### src/rtl/seg7_scan_ctrl.sv
// Multiplexed scan controller for common-anode seven-segment digits.
// Define SEG7_LZB_EN to enable leading-zero blanking.
module seg7_scan_ctrl #(
    parameter int unsigned N_DIGITS  = 8,
    parameter int unsigned DWELL_CYC = 100000,
    parameter int unsigned BLANK_CYC = 16
) (
    input  logic                  clk,
    input  logic                  rst_n,
    input  logic [4*N_DIGITS-1:0] digits_in,
    input  logic [N_DIGITS-1:0]   digit_en,
    input  logic                  upd_valid,
    output logic                  upd_ready,
    output logic [6:0]            cathode,
    output logic [N_DIGITS-1:0]   anode,
    output logic                  frame_tick
);

    localparam int unsigned IDX_W   = $clog2(N_DIGITS);
    localparam int unsigned MAX_CYC = (DWELL_CYC > BLANK_CYC) ? DWELL_CYC : BLANK_CYC;
    localparam int unsigned CNT_W   = $clog2(MAX_CYC + 1);

    typedef enum logic {BLANK, SHOW} state_t;

    state_t                state;
    logic [IDX_W-1:0]      idx;
    logic [CNT_W-1:0]      cnt;
    logic                  pending;
    logic [4*N_DIGITS-1:0] shadow;
    logic [4*N_DIGITS-1:0] active;
    logic [3:0]            cur_digit;
    logic [6:0]            seg_next;
    logic [N_DIGITS-1:0]   anode_lit;

    function automatic logic [6:0] seg_decode(input logic [3:0] d);
        case (d)
            4'h0:    seg_decode = 7'h3F;
            4'h1:    seg_decode = 7'h06;
            4'h2:    seg_decode = 7'h5B;
            4'h3:    seg_decode = 7'h4F;
            4'h4:    seg_decode = 7'h66;
            4'h5:    seg_decode = 7'h6D;
            4'h6:    seg_decode = 7'h7D;
            4'h7:    seg_decode = 7'h07;
            4'h8:    seg_decode = 7'h7F;
            4'h9:    seg_decode = 7'h6F;
            default: seg_decode = 7'h00;
        endcase
    endfunction

`ifdef SEG7_LZB_EN
    logic [N_DIGITS-1:0] lz;
    logic                run;

    // Walk from the most significant digit down; blanking stops at the first non-zero.
    always_comb begin
        lz  = '0;
        run = 1'b1;
        for (int unsigned k = 0; k < N_DIGITS; k++) begin
            run = run && (active[4*(N_DIGITS-1-k) +: 4] == 4'h0);
            lz[N_DIGITS-1-k] = run && (k != N_DIGITS-1);
        end
    end
`endif

    always_comb begin
        cur_digit = active[{idx, 2'b00} +: 4];
`ifdef SEG7_LZB_EN
        seg_next  = lz[idx] ? 7'h00 : seg_decode(cur_digit);
`else
        seg_next  = seg_decode(cur_digit);
`endif
        anode_lit = ~({{(N_DIGITS-1){1'b0}}, digit_en[idx]} << idx);
    end

    assign upd_ready = rst_n && !pending;

    always_ff @(posedge clk) begin
        if (!rst_n) begin
            state      <= BLANK;
            idx        <= '0;
            cnt        <= '0;
            pending    <= 1'b0;
            shadow     <= '1;
            active     <= '1;
            anode      <= '1;
            cathode    <= '1;
            frame_tick <= 1'b0;
        end else begin
            frame_tick <= 1'b0;
            anode      <= '1;
            cathode    <= '1;
            if (upd_valid && !pending) begin
                shadow  <= digits_in;
                pending <= 1'b1;
            end
            case (state)
                BLANK: begin
                    if (cnt == CNT_W'(BLANK_CYC - 1)) begin
                        state   <= SHOW;
                        cnt     <= '0;
                        anode   <= anode_lit;
                        cathode <= ~seg_next;
                    end else begin
                        cnt <= cnt + CNT_W'(1);
                    end
                end
                SHOW: begin
                    if (cnt == CNT_W'(DWELL_CYC - 1)) begin
                        state <= BLANK;
                        cnt   <= '0;
                        if (idx == IDX_W'(N_DIGITS - 1)) begin
                            // Frame boundary: the only point where a new frame may take effect.
                            idx        <= '0;
                            frame_tick <= 1'b1;
                            if (pending) begin
                                active  <= shadow;
                                pending <= 1'b0;
                            end
                        end else begin
                            idx <= idx + IDX_W'(1);
                        end
                    end else begin
                        cnt     <= cnt + CNT_W'(1);
                        anode   <= anode_lit;
                        cathode <= ~seg_next;
                    end
                end
            endcase
        end
    end

endmodule

### config.mk
export PLATFORM = sky130hd
export DESIGN_NAME = seg7_scan_ctrl
export DESIGN_NICKNAME = d
export VERILOG_FILES = /design/src/rtl/seg7_scan_ctrl.sv
export SDC_FILE = /design/constraint.sdc
export NUM_CORES = 1
export LEC_CHECK = 0
export BUFFER_PORTS_ARGS = -buffer_cell sky130_fd_sc_hd__buf_2
export CELL_PAD_IN_SITES_DETAIL_PLACEMENT = 1
export CELL_PAD_IN_SITES_GLOBAL_PLACEMENT = 1
export CORE_MARGIN = 8
export CORE_UTILIZATION = 39
export DETAILED_ROUTE_END_ITERATION = 10
export GPL_TIMING_DRIVEN = 0
export PLACE_DENSITY = 0.83
export SKIP_CTS_REPAIR_TIMING = 1
export SYNTH_ARGS = -nofsm -noshare
export SYNTH_HDL_FRONTEND = slang
export SYNTH_SLANG_ARGS = --single-unit
### constraint.sdc
create_clock -name clk -period 2.1 [get_ports clk]
set_input_delay 0.21 -clock clk [delete_from_list [all_inputs] [get_ports clk]]
set_output_delay 0.21 -clock clk [all_outputs]
set_load 0.05 [all_outputs]
==> flow_summary.yaml, run 1 <==
placement:
  port_buffers: 58
  place_hpwl_um: 8220
  gp_congestion: 0.769
  dp_slack_ns: -0.438
sta:
  tightest_slew_ns: 0.617
  worst_slack_ns: 0.0678
  fin_crit_sh_pct: 96.8
  fin_crit_ns: 2.03
  timing.fmax_ghz: 0.492
  slew_violations: 0
  final_hold_viol_count: 0
  setup_viol: 0
  rsz0062_at_grt: "true"
  slew_headroom_pct: 58.9
  skew_ns: 0.00947
floorplan:
  coreArea_sq_um: 10700
  die_w_um: 120
  fp.dieH_um: 120
  initial_utilization_pct: 39.5
  placementRows: 38
  ios: 60
  dieArea_sq_um: 14400
drt:
  drt-total-wl_um: 11000
  post_drt_wl_per_cell_um: 15.8
  via_per_inst: 5.09
  drtIter0Drc: 152
  ant_nets: 0
  detail_route.first_pass.iterations: 4
  drc_errors: 0
  num_vias: 3541
outcome:
  outcome: "completed"
layout:
  syn_to_final_growth_pct: 20.9
  nets: 602
  fillers: 1277
  drive_gt1_share_pct: 22.3
  diodes: 0
synth:
  syn_inst: 474
  synth_top_family_by_area: "simple AND/OR/NAND/NOR gates"
  synth_flop_cell: "dfxtp_1"
  synth_area_sq_um: 4230
  synth_xor_area_share_pct: 3.11
  yosysTopAreaCell: "dfxtp_1"
  synthAdderAreaFrac_pct: 2.37
  avgSynthCellArea_sq_um: 8.92
  synth_fp_nets: 525
  async_flop_share_pct: 0
  synth_compound_area_share_pct: 12.2
  yosysWarnings: 0
  ys_types: 42
  synth.area.mux_share_pct: 5.68
  synth_area_leaders: "dfxtp_1, nand2_1, a21o_1"
  ys_ff_latch: 102
  synth-simple-area-share_pct: 24.2
  ys_seq_area_share_pct: 48.3
  synth_enable_flop_cells: 0
  synth_top_area_share_pct: 48.3
critical_path:
  path_class: "flip-flop to flip-flop"
  worstSetupStartpointType: "flip-flop"
  required_ns: 2.35
  r2r_setup_slack_ns: 0.07
  worstPathArrival_ns: 2.28
  cp_max_fo: 10
  cp-end-kind: "flip-flop"
min_path:
  hold_class: "input port to flip-flop"
clock_tree:
  cts_max_path_buffers: 2
  cts_tree: "done"
  clock-sinks: 102
  cts_max_level: 3
  path_clk_slew_ns: 0.09
  cts-root-buf: "clkbuf_8"
  clk_latency_ns: 0.37
  numCtsBuffers: 9
power:
  power_frac_clock_pct: 38.2
  p_int_mw: 2.82
  pwr-share-comb_pct: 6.7
  power.density_nw_per_um2: 718
  total_power_mw: 3.67
  irDropWorstVdd_mv: 0.296
  p_seq_share_pct: 55.1
  p_leak_nw: 2.11
  swShare_pct: 23.2
  p_sw_mw: 0.852
global_route:
  grt_max_degree: 17
  grt_pass1_vias: 3792
  grt_use_total_pct: 15.3
  antenna_found_initial: 0
  grt_pass1_wl_um: 17900
  overflow: 0
job:
  drv_cap: 0
-- critical path, cell delays in order (launching register included) --
cell      delay [ns]
dfxtp_1         0.36
or4_4           0.57
nor2_2          0.17
nand4_1         0.24
a21boi_4        0.27
buf_4           0.19
nand4_1         0.11
-- stage by stage --
step / instances / util [%] / hold WS [ns] / cell area [sq um] / setup TNS (ns)
3_5_place_dp: 672 / 44.0 / 0.416 / 4700 / -2.91
6_report: 696 / 47.8 / 0.0313 / 5110 / 0
3_3_place_gp: 672 / 44.0 / 0.410 / 4700 / -1.71
4_1_cts: 688 / 46.1 / 0.0119 / 4930 / -4.01
5_1_grt: 696 / 47.8 / 0.0136 / 5110 / -0.246
2_1_floorplan: 474 / - / 0.298 / 4240 / 0
-- layout by cell type (no fill, tap or decap), types with 2 or more instances in the layout --
| cell | Yosys | final |
|---|---|---|
| nand2_1 | 102 | 102 |
| dfxtp_1 | 102 | 100 |
| buf_2 | 4 | 59 |
| nand3_1 | 42 | 39 |
| o21ai_0 | 40 | 33 |
| a21o_1 | 32 | 32 |
| nor2_1 | 24 | 23 |
| clkbuf_1 | 20 | 18 |
| clkbuf_8 | 0 | 11 |
| buf_4 | 0 | 9 |
| nor2b_1 | 8 | 8 |
| xor2_1 | 8 | 8 |
| nand4_1 | 7 | 7 |
| o21ai_1 | 0 | 7 |
| mux2i_1 | 8 | 7 |
| xnor2_1 | 7 | 7 |
| ha_1 | 8 | 7 |
| buf_6 | 4 | 6 |
| mux4_2 | 6 | 6 |
| nor3_1 | 6 | 6 |
| and3_1 | 5 | 5 |
| clkbuf_2 | 3 | 4 |
| inv_1 | 5 | 4 |
| nand4b_1 | 4 | 4 |
| and4_1 | 3 | 3 |
| mux2i_4 | 0 | 2 |
| nand2b_1 | 2 | 2 |
| nand3_2 | 0 | 2 |
| and2_1 | 2 | 2 |
| a22o_1 | 2 | 2 |
| a21oi_1 | 3 | 2 |
| bufinv_16 | 0 | 2 |
-- final timing paths --
kind,from,endpoint,cells after the start
setup reg to reg,cnt[13],anode[6],6
setup / recovery,cnt[13],anode[6],6
hold / removal,digit_en[4],anode[4],2
hold reg to reg,active[6],active[6],1
-- state kept, by name, summed over array words and instances (netlist names) --
name and count:
state 1, idx 3, pending 1, shadow 32, active 32, cnt 17, cathode 7, frame_tick 1
anode 8
-- kinds of logic (layout without fill, tap and decap cells) --
family          count (synthesis)  in the layout
fa+ha+maj                       8              8
buf+inv                        36            118
simple gates                  215            215
xor+xnor                       15             15
flops                         102            102
compound gates                 82             82
mux                            16             16
-- power by group through the flow --
stage	clock [mW]	combinational, mW	sequential, mW
after floorplan	0	0.159	2.06
after global placement	0	0.233	2.06
after detailed placement	0	0.247	2.07
after CTS	1.45	0.249	2.02
after global routing	1.52	0.286	2.03
final	1.40	0.247	2.02
-- cell usage after synthesis (4+ instances only) --
master    number
o21ai_0       40
nor3_1         6
inv_1          5
dfxtp_1      102
clkbuf_1      20
nand4_1        7
nand4b_1       4
nand3_1       42
buf_6          4
xnor2_1        7
nand2_1      102
ha_1           8
nor2_1        24
mux4_2         6
buf_2          4
a21o_1        32
xor2_1         8
and3_1         5
mux2i_1        8
nor2b_1        8
-- final cells by class --
| class | count | area (sq um) | area share (%) |
|---|---|---|---|
| multi-input cells | 336 | 2110 | 41.2 |
| flip-flops and latches | 102 | 2050 | 40.0 |
| repair buffers | 66 | 350 | 6.85 |
| plain buffers | 31 | 183 | 3.57 |
| well taps | 140 | 175 | 3.43 |
| clock buffers | 11 | 151 | 2.96 |
| clock inverters | 5 | 81.3 | 1.59 |
| inverters | 5 | 18.8 | 0.367 |
-- metal layers --
layer,track usage (%),vias to the layer above,share of wire (%)
met5,0,-,0
met4,5.23,0,1.3
met3,4.79,11,4.7
met2,27.2,54,53
met1,17.0,1705,41
li1,-,1771,-
No activity file was read; power rests on OpenSTA's default activity.
==> run 2, diff against run 1 <==
--- a/config.mk
+++ b/config.mk
@@ -5,13 +5,13 @@
 export SDC_FILE = /design/constraint.sdc
 export NUM_CORES = 1
 export LEC_CHECK = 0
-export BUFFER_PORTS_ARGS = -buffer_cell sky130_fd_sc_hd__buf_2
 export CELL_PAD_IN_SITES_DETAIL_PLACEMENT = 1
 export CELL_PAD_IN_SITES_GLOBAL_PLACEMENT = 1
-export CORE_MARGIN = 8
-export CORE_UTILIZATION = 39
+export CORE_UTILIZATION = 43
 export DETAILED_ROUTE_END_ITERATION = 10
+export DONT_BUFFER_PORTS = 1
 export GPL_TIMING_DRIVEN = 0
+export MAX_ROUTING_LAYER = met4
 export PLACE_DENSITY = 0.83
 export SKIP_CTS_REPAIR_TIMING = 1
 export SYNTH_ARGS = -nofsm -noshare
==> run 2 against run 1 <==
The flow now finishes with violations (setup timing); largest cell class unchanged; setup slack worse by 0.11 ns; hold slack worse by 0.031 ns; cell area rose by 0.15%; core utilization up 6.8 points; clock skew hardly changed; count of clock-buffer cells in the layout did not move; die area is 29% lower; non-clock buffer count decreased by 20; critical endpoint is now cathode[3].
==> flow_summary.yaml, run 2 (synthesis gave the netlist of run 1 again) <==
outcome:
  violations: "setup timing"
  outcome: "complete, but fails checks"
global_route:
  grt_pass1_wl_um: 16100
  grt_pass1_vias: 3382
  grt_max_degree: 16
  overflow: 0
  antenna_found_initial: 0
  grt_use_total_pct: 21.2
drt:
  drt-total-wl_um: 10900
  ant_nets: 0
  drtIter0Drc: 99
  post_drt_wl_per_cell_um: 16.4
  via_per_inst: 5.28
  drc_errors: 0
  detail_route.first_pass.iterations: 4
  num_vias: 3503
sta:
  setup_viol: 2
  worst_slack_ns: -0.0471
  slew_headroom_pct: 58.6
  rsz0062_at_grt: "true"
  fin_crit_ns: 2.15
  timing.fmax_ghz: 0.466
  finalHoldWorstSlack_ns: 0.000279
  skew_ns: 0.00954
  slew_violations: 0
  final_hold_viol_count: 0
  fin_crit_sh_pct: 102
  tns_ns: -0.0835
  tightest_slew_ns: 0.621
layout:
  final_core_util_pct: 54.6
  fillers: 1122
  final_cell_mix: "nand2_1, dfxtp_1, nand3_1"
  finalNonFillerCells: 664
  post-route-cell-area_sq_um: 5120
  diodes: 0
  top_regs: "active (32), shadow (32), cnt (17)"
  drive_gt1_share_pct: 11.2
  nets: 582
  syn_to_final_growth_pct: 21.0
  final_common_cell: "nand2_1"
clock_tree:
  numCtsBuffers: 9
  cts-root-buf: "clkbuf_8"
  cts_max_level: 3
  cts_tree: "done"
  path_clk_slew_ns: 0.09
  cts_max_path_buffers: 2
  clk_latency_ns: 0.37
  clock-sinks: 102
floorplan:
  placementRows: 35
  die_w_um: 101
  initial_utilization_pct: 45.1
  fp.dieH_um: 101
  coreArea_sq_um: 9370
  ios: 60
  dieArea_sq_um: 10200
power:
  power.density_nw_per_um2: 686
  p_leak_nw: 2.03
  irDropWorstVdd_mv: 0.440
  total_power_mw: 3.51
critical_path:
  required_ns: 2.35
  r2r_end: "cathode[3]"
  cp_max_fo: 10
  r2r_setup_slack_ns: -0.05
  worstSetupStartpointType: "flip-flop"
  reg2reg_depth: 8
  worstPathArrival_ns: 2.40
  reg2reg_from: "idx[1]"
  cp-end-kind: "flip-flop"
  path_class: "flip-flop to flip-flop"
min_path:
  hold_class: "input port to flip-flop"
  whs_path_depth: 2
  hold_end: "shadow[7]"
  hp-start: "digits_in[7]"
placement:
  dp_cells: 603
  placed_area_sq_um: 4400
  port_buffers: 0
  dp_slack_ns: -0.399
  place_hpwl_um: 7520
  gp_congestion: 0.793
job:
  drv_cap: 0
-- run 2: report_power, final --
part,internal (mW),leakage [nW],switching [mW]
Clock,0.574,0.0952,0.645
Sequential,1.99,0.834,0.0343
Combinational,0.119,1.11,0.153
Total,2.68,2.03,0.833
-- run 2: layer usage --
metal	wire (um)	global-route usage [%]	up-vias
li1	-	-	1731
met1	4600	24.1	1689
met2	5810	36.4	63
met3	286	5.80	20
met4	212	6.69	0
met5	0	-	-
-- run 2: area by class of cell --
cell class / count / area [sq um] / area share [%]
plain buffers: 31 / 176 / 3.45
well taps: 129 / 161 / 3.15
repair buffers: 46 / 443 / 8.65
clock buffers: 11 / 141 / 2.76
multi-input cells: 336 / 2080 / 40.7
inverters: 5 / 18.8 / 0.367
clock inverters: 4 / 47.5 / 0.929
flip-flops and latches: 102 / 2050 / 40.0
-- run 2: worst max path at each step --
stage / startpoint / end / slack, ns / cells past startpoint
CTS: idx[1] / cathode[3] / -0.40 / 8
global route: idx[1] / cathode[3] / -0.15 / 8
floorplan: idx[1] / cathode[0] / 0.002 / 8
global placement: idx[1] / cathode[3] / -0.32 / 8
detailed placement: idx[1] / cathode[3] / -0.40 / 8
finish: idx[1] / cathode[3] / -0.05 / 8
-- run 2: critical path, stage by stage (launching register included) --
cell and delay (ns):
dfxtp_1 0.36, buf_6 0.17, clkbuf_4 0.21, mux4_2 0.35, mux2i_4 0.22, inv_1 0.10
ha_1 0.23, a211oi_2 0.26, o21ai_0 0.13
==> run 3, diff against run 2 <==
--- a/config.mk
+++ b/config.mk
@@ -5,9 +5,10 @@
 export SDC_FILE = /design/constraint.sdc
 export NUM_CORES = 1
 export LEC_CHECK = 0
+export ABC_AREA = 1
 export CELL_PAD_IN_SITES_DETAIL_PLACEMENT = 1
 export CELL_PAD_IN_SITES_GLOBAL_PLACEMENT = 1
-export CORE_UTILIZATION = 43
+export CORE_UTILIZATION = 41
 export DETAILED_ROUTE_END_ITERATION = 10
 export DONT_BUFFER_PORTS = 1
 export GPL_TIMING_DRIVEN = 0
==> run 3 against run 2 <==
The run now ends clean; setup slack better by 0.23 ns; routed wire length grew 9.9%; area after synthesis grew 9.1%; final cell count increased by 23%; largest power group unchanged.
==> flow_summary.yaml, run 3 <==
critical_path:
  reg2reg_from: "idx[1]"
  critical-path-slowest-cell: "dfxtp_1"
  cp_cell_sequence: "inv_1 > buf_2 > nand3_1 > nand2_1 > o21ai_1 > ha_1 > nand3_1 > nand3_1 > nand3_1"
  required_ns: 2.42
  cp-end-kind: "flip-flop"
  reg2reg_depth: 9
  worstSetupStartpointType: "flip-flop"
  critPathMostFrequentCell: "nand3_1"
  cpPeakStageDelay_ns: 0.50
  r2r_end: "cathode[3]"
  worstPathArrival_ns: 2.24
  cp_max_fo: 10
  path_class: "flip-flop to flip-flop"
  r2r_setup_slack_ns: 0.18
clock_tree:
  numCtsBuffers: 9
  cts_max_path_buffers: 2
  cts_max_level: 3
  path_clk_slew_ns: 0.09
  cts-root-buf: "clkbuf_8"
  cts_tree: "done"
  clk_latency_ns: 0.37
  clock-sinks: 102
placement:
  port_buffers: 0
  place_hpwl_um: 8840
  placed_area_sq_um: 4790
  dp_slack_ns: 0.112
  gp_congestion: 0.844
drt:
  ant_nets: 0
  num_vias: 4139
  via_per_inst: 5.06
  detail_route.first_pass.iterations: 4
  post_drt_wl_per_cell_um: 14.7
  drtIter0Drc: 149
  drt-total-wl_um: 12000
  drc_errors: 0
global_route:
  grt_use_total_pct: 22.3
  grt_max_degree: 17
  overflow: 0
  grt_pass1_wl_um: 19600
  antenna_found_initial: 0
  grt_pass1_vias: 4151
min_path:
  hold_class: "input port to flip-flop"
  hold_end: "shadow[7]"
  hp-start: "upd_valid"
  whs_path_depth: 4
synth:
  ys_seq_area_share_pct: 44.2
  synth_area_leaders: "dfxtp_1, nand2_1, nand3_1"
  synth_most_common_cell: "nand2_1"
  ys_top_cells_by_count: "nand2_1, dfxtp_1, nand3_1"
  async_flop_share_pct: 0
  yosysWarnings: 0
  synth_enable_flop_cells: 0
  ys_types: 31
  syn_inst: 630
  ys_ff_latch: 102
  synth_area_sq_um: 4620
  synth_top_area_share_pct: 44.2
  synth_flop_cell: "dfxtp_1"
  yosysTopAreaCell: "dfxtp_1"
  synth_fp_nets: 681
  avgSynthCellArea_sq_um: 7.33
sta:
  slew_violations: 0
  finalHoldWorstSlack_ns: 0.173
  rsz0062_at_grt: "false"
  tns_ns: 0
  fin_crit_ns: 1.92
  worst_slack_ns: 0.179
  tightest_slew_ns: 0.572
  fin_crit_sh_pct: 91.5
  skew_ns: 0.0124
  setup_viol: 0
  slew_headroom_pct: 61.8
  timing.fmax_ghz: 0.521
  final_hold_viol_count: 0
layout:
  drive_gt1_share_pct: 9.73
  top_regs: "active (32), shadow (32), cnt (17)"
  nets: 724
  final_cell_mix: "nand2_1, nand3_1, dfxtp_1"
  syn_to_final_growth_pct: 15.2
  final_common_cell: "nand2_1"
  diodes: 0
  post-route-cell-area_sq_um: 5320
  fillers: 1382
power:
  p_leak_nw: 2.58
  power_frac_clock_pct: 35.5
  p_int_mw: 2.66
  p_seq_share_pct: 58.1
  pwr-share-comb_pct: 6.5
  total_power_mw: 3.48
  power.density_nw_per_um2: 655
  swShare_pct: 23.6
  irDropWorstVdd_mv: 0.511
  p_sw_mw: 0.820
floorplan:
  die_w_um: 108
  dieArea_sq_um: 11700
  placementRows: 38
  coreArea_sq_um: 10900
  ios: 60
  fp.dieH_um: 108
  initial_utilization_pct: 42.4
outcome:
  outcome: "completed"
job:
  drv_cap: 0
-- run 3: cell count changes after synthesis, sizes merged, moves of 5 or more --
cell	before	now
nand2	103	193
nand3	42	106
inv	5	57
nor2	24	60
a21o	32	0
nand4	8	36
o21ai	40	12
buf	8	22
clkbuf	23	14
mux2i	9	0
nor2b	8	0
xnor2	7	0
mux4	6	0
and3	5	0
-- run 3: area by class of cell --
cell class,instances,area [sq um],share of cell area [%]
inverters,58,218,4.09
clock buffers,11,141,2.66
flip-flops and latches,102,2040,38.4
clock inverters,5,56.3,1.06
well taps,140,175,3.29
repair buffers,33,330,6.21
plain buffers,35,220,4.14
multi-input cells,434,2130,40.1
-- run 3: kinds of logic after synthesis --
kind of cell | synth area share [%]
buffers and inverters | 9.57
and+or+nand+nor | 40.2
AOI/OAI and AO/OA | 2.28
xor gates and xnor gates | 1.52
adders and majority gates | 2.17
DFF | 44.2
-- run 3: how the worst max path moves through the flow --
stage	from	depth (start not counted)	to	slack, ns
after floorplan	idx[0]	14	cathode[6]	0.51
after global placement	rst_n	3	upd_ready	0.11
after detailed placement	rst_n	3	upd_ready	0.11
after CTS	pending	3	upd_ready	0.05
after global routing	idx[1]	9	cathode[3]	0.01
final	idx[1]	9	cathode[3]	0.18
-- run 3: routing by layer --
layer / vias to the layer above / GRT usage (%) / part of all wire, %
li1: 2107 / - / -
met1: 1968 / 23.6 / 42
met2: 60 / 40.5 / 54
met3: 4 / 5.42 / 3.7
met4: 0 / 6.65 / 0.63
met5: - / - / 0
-- run 3: power by group through the flow --
| stage | combinational (mW) | clock [mW] | sequential, mW |
|---|---|---|---|
| after floorplan | 0.133 | 0 | 2.05 |
| after global placement | 0.165 | 0 | 2.06 |
| after detailed placement | 0.173 | 0 | 2.07 |
| after CTS | 0.175 | 1.28 | 2.02 |
| after global routing | 0.255 | 1.36 | 2.03 |
| final | 0.225 | 1.24 | 2.02 |
-- run 3: stage by stage --
step	std cells	utilization [%]
after global routing	818	48.8
after CTS	786	45.8
after floorplan	630	-
final	818	48.8
after global placement	770	44.0
after detailed placement	770	44.0
-- run 3: worst max-delay path: cells and delay by family (launching register included) --
kind | cells | cell delay, ns
simple gates | 5 | 0.47
buf+inv | 2 | 0.31
fa+ha+maj | 1 | 0.30
compound gates | 1 | 0.30
flops | 1 | 0.50
